**config.mk**
```make
export PLATFORM = sky130hd
export DESIGN_NAME = counter_stage_ctrl
export DESIGN_NICKNAME = d
export VERILOG_FILES = /design/src/rtl/counter_stage_ctrl.sv
export SDC_FILE = /design/constraint.sdc
export NUM_CORES = 1
export LEC_CHECK = 0
export ABC_AREA = 0
export BUFFER_PORTS_ARGS = -buffer_cell sky130_fd_sc_hd__buf_2
export CORE_MARGIN = 2
export CORE_UTILIZATION = 45
export DETAILED_ROUTE_END_ITERATION = 8
export PLACE_DENSITY = 0.72
export REMOVE_ABC_BUFFERS = 1
export SKIP_CTS_REPAIR_TIMING = 1
export SYNTH_ARGS = -nofsm -noshare
export SYNTH_HDL_FRONTEND = slang
export SYNTH_SLANG_ARGS = --single-unit
```
**constraint.sdc**
```tcl
create_clock -name clk -period 2.3 [get_ports clk]
set_input_delay 0.575 -clock clk [delete_from_list [all_inputs] [get_ports clk]]
set_output_delay 0.575 -clock clk [all_outputs]
set_load 0.01 [all_outputs]
```
**src/rtl/counter_stage_ctrl.sv**
```systemverilog
// Wrapping up-counter shared by two round-robin requesters, with stage tracking,
// milestone pulses and optional hold at special values (COUNTER_STAGE_CTRL_HOLD_EN).
module counter_stage_ctrl #(
   parameter int BIT_WIDTH = 8,
   parameter int SPVALUE_1 = 200,
   parameter int SPVALUE_2 = 249
) (
   input  logic                 clk,
   input  logic                 rst,
   input  logic                 clr_req,
   input  logic                 inc_req_a,
   input  logic                 inc_req_b,
   input  logic                 sp_ack,
   output logic                 gnt_a,
   output logic                 gnt_b,
   output logic [BIT_WIDTH-1:0] counts,
   output logic [2:0]           stage,
   output logic                 hit_sp1,
   output logic                 hit_sp2,
   output logic                 hit_max,
   output logic                 wrap,
   output logic                 holding
);

`ifdef COUNTER_STAGE_CTRL_HOLD_EN
   localparam bit HOLD_EN = 1'b1;
`else
   localparam bit HOLD_EN = 1'b0;
`endif

   localparam logic [BIT_WIDTH-1:0] SP1  = BIT_WIDTH'(SPVALUE_1);
   localparam logic [BIT_WIDTH-1:0] SP2  = BIT_WIDTH'(SPVALUE_2);
   localparam logic [BIT_WIDTH-1:0] MAXV = '1;
   localparam logic [BIT_WIDTH-1:0] ONE  = BIT_WIDTH'(1);

   typedef enum logic {S_RUN, S_HOLD} fsm_t;

   fsm_t                 state;
   fsm_t                 state_nxt;
   logic                 ptr_b;
   logic                 busy;
   logic                 inc;
   logic                 hit1_nxt;
   logic                 hit2_nxt;
   logic [BIT_WIDTH-1:0] cnt_nxt;

   function automatic logic [2:0] stage_of(input logic [BIT_WIDTH-1:0] c);
      if (c == '0)        return 3'd0;
      else if (c < SP1)   return 3'd1;
      else if (c == SP1)  return 3'd2;
      else if (c < SP2)   return 3'd3;
      else if (c == SP2)  return 3'd4;
      else if (c != MAXV) return 3'd5;
      else                return 3'd6;
   endfunction

   // ptr_b low means A wins a tie
   always_comb begin
      busy     = clr_req || (state == S_HOLD);
      gnt_a    = !busy && inc_req_a && (!inc_req_b || !ptr_b);
      gnt_b    = !busy && inc_req_b && (!inc_req_a || ptr_b);
      inc      = gnt_a || gnt_b;
      cnt_nxt  = counts;
      if (clr_req)
         cnt_nxt = '0;
      else if (inc)
         cnt_nxt = counts + ONE;
      hit1_nxt = inc && (cnt_nxt == SP1);
      hit2_nxt = inc && (cnt_nxt == SP2);
   end

   always_comb begin
      state_nxt = state;
      unique case (state)
         S_RUN:
            if (HOLD_EN && (hit1_nxt || hit2_nxt))
               state_nxt = S_HOLD;
         S_HOLD:
            if (sp_ack || clr_req)
               state_nxt = S_RUN;
      endcase
   end

   always_ff @(posedge clk) begin
      if (rst) begin
         state   <= S_RUN;
         ptr_b   <= 1'b0;
         counts  <= '0;
         stage   <= 3'd0;
         hit_sp1 <= 1'b0;
         hit_sp2 <= 1'b0;
         hit_max <= 1'b0;
         wrap    <= 1'b0;
      end else begin
         state   <= state_nxt;
         counts  <= cnt_nxt;
         stage   <= stage_of(cnt_nxt);
         hit_sp1 <= hit1_nxt;
         hit_sp2 <= hit2_nxt;
         hit_max <= inc && (cnt_nxt == MAXV);
         wrap    <= inc && (cnt_nxt == '0);
         if (!busy && inc_req_a && inc_req_b)
            ptr_b <= !ptr_b;
      end
   end

   assign holding = HOLD_EN && (state == S_HOLD);

endmodule

```
==> run metrics, run 1 <==
Place WS=-27.9 ps; vias in the first global route=801; WHS Path Cells=2; Routed Antenna Nets=0; routed vias/inst=5.36; Reg clk slew, reported paths=100 ps; total track usage=0.177; via count=863; antenna violations before repair=0; clock buffer depth=2; Die Span Y=49.6 um; Syn Area/Cell=8.52 um2; crit path to=hit_max; boundary pin count=24; RSZ-0062 raised after global routing=no; Final Hold Vio Count=0; WHS=436 ps; crit path max fanout=6; Post-Layout Cell Count=161; gpl congestion=0.843; DR WL/cell=12.6 um; Max stage delay on crit path=420 ps; crit share post-route=0.902; Area Overhead vs Synth=18.3%; # DRC=0; first-pass GRT wire length=3440 um; die width=around 50 um; critical path launch point type=flip-flop; CTS tree=yes; DR pass1 iterations=4; slowest cell on the critical path=dfxtp_1; Lkg Pwr=0.456 nW; Pwr Density=480 mW/mm2; Worst R2R Start=counts[1]; ys async rst share=0; routed wire length=2030 um; Core Region=0.00196 mm2; Setup Viol. Count Final=0; Fillers=196; sequential element share of the synthesized area=0.363; crit path from=counts[1]; port bufs=22; row count=16; die area=roughly 0.0025 mm2; Clock Tree Root=clkbuf_4; later-pin clock latency in the skew report=290 ps; leading register cell type out of synthesis=dfxtp_1; GRT Residual Overflow=0; post-synthesis cell count=110; reg-to-reg endpoint=hit_max; Yosys cell types=37; clock skew=5.85 ps; n_diodes=0; Hold Crit Class=in -> reg; largest net degree at the start of global routing=25; fin nets=142; setup slack after layout=225 ps; outcome=complete, no violations; final core utilization=0.565; placed cell count=157; commonest non-fill, non-tap cell in the layout=buf_2; H-tree depth=1; Initial DRC Count=16; R2R setup slack=230 ps; Initial Utilization=0.478; Final HPWL DP=1490 um; setup TNS=0 ps; synth warn=0; maximum vdd ir drop=0.000220 V; CP Cell Sequence=ha_1 > nand3_1 > nor3_1 > mux2_2 > nor2_1 > nand4_2 > nor4_2; crit path kind=reg -> reg; commonest non-fill, non-tap cells in the layout=buf_2, dfxtp_1, nor2_1, nor3_1, nand2_1; CP Data Arrival Time=2280 ps; Final min period=2070 ps; register bit count reported by yosys=17; number of synthesized flops with an enable pin=0; CTS Buf Count=3; Mapped Area=937 um2; worst r2r path cells=7; max_cap viols=0; CP endpoint kind=flip-flop; max-slew violations=0; CTS sink cnt=17; layout cells sized above 1=0.306; worst endpoint required time=2500 ps; Achievable Freq=482 MHz
-- synth_stat cells (all sizes together) (2+ instances only) --
cell type	number	area [um2]
a21oi	5	25.0
o21ai	2	10.0
nand2b	5	31.3
nand2	7	26.3
xnor2	4	35.0
nor4	5	65.1
mux2	3	33.8
nand3	4	20.0
dfxtp	17	340
nor2	17	68.8
mux2i	3	30.0
nor3b	2	15.0
nor2b	2	12.5
buf	2	12.5
inv	2	7.51
a41o	2	20.0
clkbuf	3	11.3
nand4	3	25.0
nor3	9	45.0
a31oi	2	12.5
-- state kept, by name, indices dropped and copies added, names as in the netlist --
register	flops
hit_sp1	1
ptr_b	1
stage	3
hit_max	1
wrap	1
hit_sp2	1
counts	8
state	1
-- critical path, delay by kind of cell (launching register included) --
| kind | cells | cell delay [ps] |
|---|---|---|
| flops | 1 | 420 |
| fa+ha+maj | 1 | 290 |
| simple gates | 5 | 860 |
| mux | 1 | 420 |
-- cell type report --
type	instances	area [um2]	area share
multi-input cells	86	566	0.510
clock buffers	3	22.5	0.0203
inverters	2	7.51	0.00677
clock inverters	1	5.00	0.00451
flip-flops and latches	17	342	0.308
well taps	27	33.8	0.0305
repair buffers	25	133	0.120
-- layer usage --
metal / vias up / track usage / share of wire
met5: - / 0 / 0
met4: 0 / 0.0556 / 0.0049
met3: 2 / 0.0303 / 0.046
met2: 18 / 0.278 / 0.47
met1: 401 / 0.246 / 0.48
li1: 442 / - / -
-- metrics by stage --
step | total power [mW] | area (um2)
after floorplan | 0.349 | 913
after global placement | 0.378 | 1080
after detailed placement | 0.380 | 1080
after CTS | 0.539 | 1110
after global routing | 0.564 | 1110
final | 0.532 | 1110
-- cell families after synthesis --
group	share of synthesized area
AOI/OAI and AO/OA	0.109
xor gates and xnor gates	0.0467
adders and majority gates	0.0133
buffers and inverters	0.0334
DFF	0.363
muxes	0.0681
other	0.00400
and+or+nand+nor	0.362
-- worst min path at each step --
stage	start	to
2_1_floorplan	state	state
3_3_place_gp	ptr_b	ptr_b
3_5_place_dp	state	state
4_1_cts	sp_ack	state
5_1_grt	sp_ack	state
6_report	sp_ack	state
-- where the power goes --
group / internal [mW] / total, mW / switching [mW]
combinational: 0.0280 / 0.0699 / 0.0419
sequential: 0.300 / 0.304 / 0.00418
clock: 0.0646 / 0.158 / 0.0937
Power figures use the tool's default switching activity.
==> run 2: changes to the inputs <==
--- a/config.mk
+++ b/config.mk
@@ -8,9 +8,10 @@
 export ABC_AREA = 0
 export BUFFER_PORTS_ARGS = -buffer_cell sky130_fd_sc_hd__buf_2
 export CORE_MARGIN = 2
-export CORE_UTILIZATION = 45
+export CORE_UTILIZATION = 51
 export DETAILED_ROUTE_END_ITERATION = 8
-export PLACE_DENSITY = 0.72
+export PLACE_DENSITY = 0.79
+export RECOVER_POWER = 25
 export REMOVE_ABC_BUFFERS = 1
 export SKIP_CTS_REPAIR_TIMING = 1
 export SYNTH_ARGS = -nofsm -noshare
==> run metrics, run 2 (same netlist as run 1, synthesis figures left out) <==
max-slew violations=0; crit path kind=reg -> reg; Final min period=2080 ps; largest delay contributor family on the critical path=simple AND/OR/NAND/NOR gates; Setup Viol. Count Final=0; placed cell count=155; CP Data Arrival Time=2300 ps; Routed Antenna Nets=0; min-delay src=sp_ack; commonest non-fill, non-tap cell in the layout=dfxtp_1; crit path max fanout=7; Initial Utilization=0.543; maximum vdd ir drop=0.000344 V; Achievable Freq=481 MHz; Fillers=~160; Lkg Pwr=approximately 0.43 nW; outcome=complete, no violations; Clock Tree Root=clkbuf_4; CTS tree=yes; via count=~900; critical path launch point type=flip-flop; slowest cell on the critical path=dfxtp_1; worst endpoint required time=2520 ps; routed vias/inst=roughly 5.5; gpl congestion=just over 0.8; DR WL/cell=12.5 um; fin nets=142; CP endpoint kind=flip-flop; # DRC=0; crit path from=counts[0]; CTS Buf Count=3; GRT Residual Overflow=0; Initial DRC Count=32; CTS sink cnt=17; Final Hold Vio Count=0; setup slack after layout=between 200 and 250 ps; Area Overhead vs Synth=17.1%; Reg clk slew, reported paths=100 ps; commonest non-fill, non-tap cells in the layout=dfxtp_1, buf_2, nor2_1, nor3_1, nand2_1; boundary pin count=24; Place WS=-24.9 ps; vias in the first global route=779; routed wire length=~2000 um; first-pass GRT wire length=between 3000 and 4000 um; CP Cell Sequence=ha_1 > nand3_1 > nor3_1 > mux2_2 > nor2_1 > nand4_2 > nor4_2; Top Registers=counts: 8 flops, stage: 3 flops; Pwr Density=488 mW/mm2; max reg flops=8; Largest Register=counts; WP buf/inv=0; row count=15; clock skew=2.77 ps; crit share post-route=0.905; RSZ-0062 raised after global routing=no; Die Span Y=46.9 um; antenna violations before repair=0; Hold Crit Class=in -> reg; die width=46.9 um; Final HPWL DP=1480 um; max_cap viols=0; Worst R2R Start=counts[0]; total track usage=0.214; later-pin clock latency in the skew report=approximately 300 ps; largest net degree at the start of global routing=25; Max stage delay on crit path=460 ps; DR pass1 iterations=6; clock buffer depth=2; die area=0.00220 mm2; H-tree depth=1; Core Region=0.00173 mm2; Post-Layout Cell Count=159; layout cells sized above 1=0.254; n_diodes=0; port bufs=22
==> run 2: cell types whose count changed in the layout (fill, tap and decap cells not counted), sizes merged <==
| cell | change |
|---|---|
| buf | -6 |
| clkbuf | +6 |
==> run 2: per-stage QoR <==
stage | util | power (mW) | hold slack (ps) | setup TNS, ps | cell area (um2)
5_1_grt | 0.636 | 0.562 | 426 | 0 | 1100
6_report | 0.636 | 0.536 | 420 | 0 | 1100
3_5_place_dp | 0.624 | 0.379 | 522 | -24.9 | 1080
2_1_floorplan | - | 0.349 | 491 | 0 | 913
3_3_place_gp | 0.624 | 0.377 | 522 | -53.5 | 1080
4_1_cts | 0.640 | 0.542 | 417 | 0 | 1100
==> run 2: power by group <==
part,leakage [nW],internal (mW),switching [mW],total (mW)
clock network,0.0177,0.0649,0.0989,0.164
registers,0.138,0.299,0.00436,0.304
logic,0.276,0.0271,0.0411,0.0682
total,0.432,0.391,0.144,0.536
==> run 2: path summary, 6_finish.rpt <==
| path | to | slack (ps) | cells past startpoint |
|---|---|---|---|
| hold / removal | state | 420 | 2 |
| setup reg to reg | hit_max | 220 | 7 |
| hold reg to reg | state | 530 | 1 |
| setup / recovery | hit_max | 220 | 7 |
==> run 2: cell type report <==
cell class | instances | area, um2 | area share
well taps | 25 | 31.3 | 0.0285
repair buffers | 25 | 125 | 0.114
inverters | 2 | 7.51 | 0.00684
clock inverters | 1 | 5.00 | 0.00456
multi-input cells | 86 | 566 | 0.515
flip-flops and latches | 17 | 340 | 0.310
clock buffers | 3 | 22.5 | 0.0205
==> run 2: routing by layer <==
layer	global-route usage	up-vias	wire length [um]
met4	0.117	0	47
met3	0.0346	6	125
li1	-	443	-
met5	0	-	0
met1	0.282	395	919
met2	0.334	31	903
==> run 3: changes to the inputs <==
--- a/config.mk
+++ b/config.mk
@@ -7,6 +7,7 @@
 export LEC_CHECK = 0
 export ABC_AREA = 0
 export BUFFER_PORTS_ARGS = -buffer_cell sky130_fd_sc_hd__buf_2
+export CORE_ASPECT_RATIO = 0.8
 export CORE_MARGIN = 2
 export CORE_UTILIZATION = 51
 export DETAILED_ROUTE_END_ITERATION = 8
==> run metrics, run 3 (same netlist as run 1, synthesis figures left out) <==
outcome=complete, no violations; n_diodes=0; min-delay src=sp_ack; Post-Layout Cell Count=156; Largest Register=counts; Clock Tree Root=clkbuf_4; antenna violations before repair=0; overall power=about 0.54 mW; Achievable Freq=473 MHz; Logic pwr share=0.128; CTS tree=yes; H-tree depth=1; slowest cell on the critical path=dfxtp_1; Worst Max-Slew Pin Slew=521 ps; placed cell count=~150; Net Sw Power=0.146 mW; highest metal layer with signal wires=met4; layout cells sized above 1=0.246; Final HPWL DP=1590 um; worst r2r path cells=7; Clk network pwr share=0.310; max-slew violations=0; largest net degree at the start of global routing=25; Final Hold Vio Count=0; boundary pin count=24; worst endpoint required time=roughly 2500 ps; via count=875; routed vias/inst=between 5 and 6; crit share post-route=0.920; Initial DRC Count=16; row count=13; max_slew headroom=0.649; vias in the first global route=740; crit path max fanout=7; Fillers=156; R2R setup slack=180 ps; met3 wire length=107 um; Core Region=~0.0017 mm2; maximum vdd ir drop=0.000327 V; metal2 WL=969 um; part of the power in registers=0.562; clock skew=2.39 ps; Sw Share=0.270; Max stage delay on crit path=470 ps; Routed Antenna Nets=0; setup TNS=0 ps; CP Data Arrival Time=2340 ps; clock buffer depth=2; RSZ-0062 raised after global routing=no; Pwr Density=496 mW/mm2; Hold Crit Class=in -> reg; max_cap viols=0; Top Registers=counts: 8 flops, stage: 3 flops; die area=0.00220 mm2; Pint=about 0.39 mW; Reg clk slew, reported paths=100 ps; later-pin clock latency in the skew report=300 ps; routed metal-1 wirelength=about 1000 um; total track usage=0.216; Die Span Y=42.3 um; Setup Viol. Count Final=0; routed wire length=2140 um; Worst R2R Start=counts[0]; WHS Path Cells=2; CP Cell Sequence=ha_2 > nand3_1 > nor3_1 > mux2_2 > nor2_1 > nand4_2 > nor4_2; first-pass GRT wire length=3450 um; crit path kind=reg -> reg; reg-to-reg endpoint=hit_max; CP endpoint kind=flip-flop; Initial Utilization=0.559; GRT Residual Overflow=0; # DRC=0; max reg flops=8; DR WL/cell=about 14 um; port bufs=22; Lkg Pwr=0.423 nW; Hold Path End=state; Area Overhead vs Synth=16.4%; setup slack after layout=184 ps; die width=a little over 50 um; commonest non-fill, non-tap cell in the layout=dfxtp_1; gpl congestion=0.808; largest delay contributor family on the critical path=simple AND/OR/NAND/NOR gates; CTS sink cnt=17; fin nets=142; commonest non-fill, non-tap cells in the layout=dfxtp_1, buf_2, nor2_1, nor3_1, clkbuf_1; Final min period=2120 ps; Place WS=-96.6 ps; WP buf/inv=0; DR pass1 iterations=4; CTS Buf Count=3; critical path launch point type=flip-flop
run 3: cell types whose count changed in the layout (fill, tap and decap cells not counted):
| cell | delta |
|---|---|
| clkbuf_1 | +2 |
| buf_4 | -1 |
| clkinv_2 | -1 |
| ha_1 | -1 |
| ha_2 | +1 |
run 3: worst reg2reg max path: stages (launching register included):
cell	delay (ps)
dfxtp_1	470
ha_2	290
nand3_1	90
nor3_1	200
mux2_2	420
nor2_1	170
nand4_2	140
nor4_2	260
run 3: how the worst max path moves through the flow:
| stage | startpoint | to | slack, ps | cells past startpoint |
|---|---|---|---|---|
| floorplan | clr_req | hit_max | 190 | 6 |
| global placement | clr_req | stage[0] | -90 | 6 |
| detailed placement | clr_req | stage[0] | -100 | 6 |
| CTS | counts[0] | stage[0] | 140 | 6 |
| global route | counts[0] | hit_max | 20 | 7 |
| finish | counts[0] | hit_max | 180 | 7 |
run 3: layout make-up:
class | count | area, um2 | share of cell area
well taps | 22 | 27.5 | 0.0252
clock buffers | 4 | 26.3 | 0.0241
repair buffers | 25 | 121 | 0.111
multi-input cells | 86 | 568 | 0.521
flip-flops and latches | 17 | 340 | 0.312
inverters | 2 | 7.51 | 0.00688
run 3: routing by layer:
metal | vias up | GRT usage
met5 | - | 0
met3 | 5 | 0.0679
li1 | 438 | -
met2 | 22 | 0.324
met4 | 0 | 0.0947
met1 | 410 | 0.280
run 3: power groups by stage:
| stage | registers, mW | clock network [mW] | logic (mW) |
|---|---|---|---|
| 6_report | 0.304 | 0.168 | 0.0693 |
| 5_1_grt | 0.305 | 0.181 | 0.0761 |
| 4_1_cts | 0.304 | 0.171 | 0.0697 |
| 3_5_place_dp | 0.310 | 0 | 0.0694 |
| 3_3_place_gp | 0.310 | 0 | 0.0673 |
| 2_1_floorplan | 0.312 | 0 | 0.0367 |
run 3: stage by stage:
| stage | hold slack [ps] | util | cell area [um2] |
|---|---|---|---|
| 2_1_floorplan | 491 | - | 913 |
| 3_3_place_gp | 531 | 0.641 | 1070 |
| 3_5_place_dp | 545 | 0.641 | 1070 |
| 4_1_cts | 415 | 0.656 | 1100 |
| 5_1_grt | 420 | 0.651 | 1090 |
| 6_report | 421 | 0.651 | 1090 |
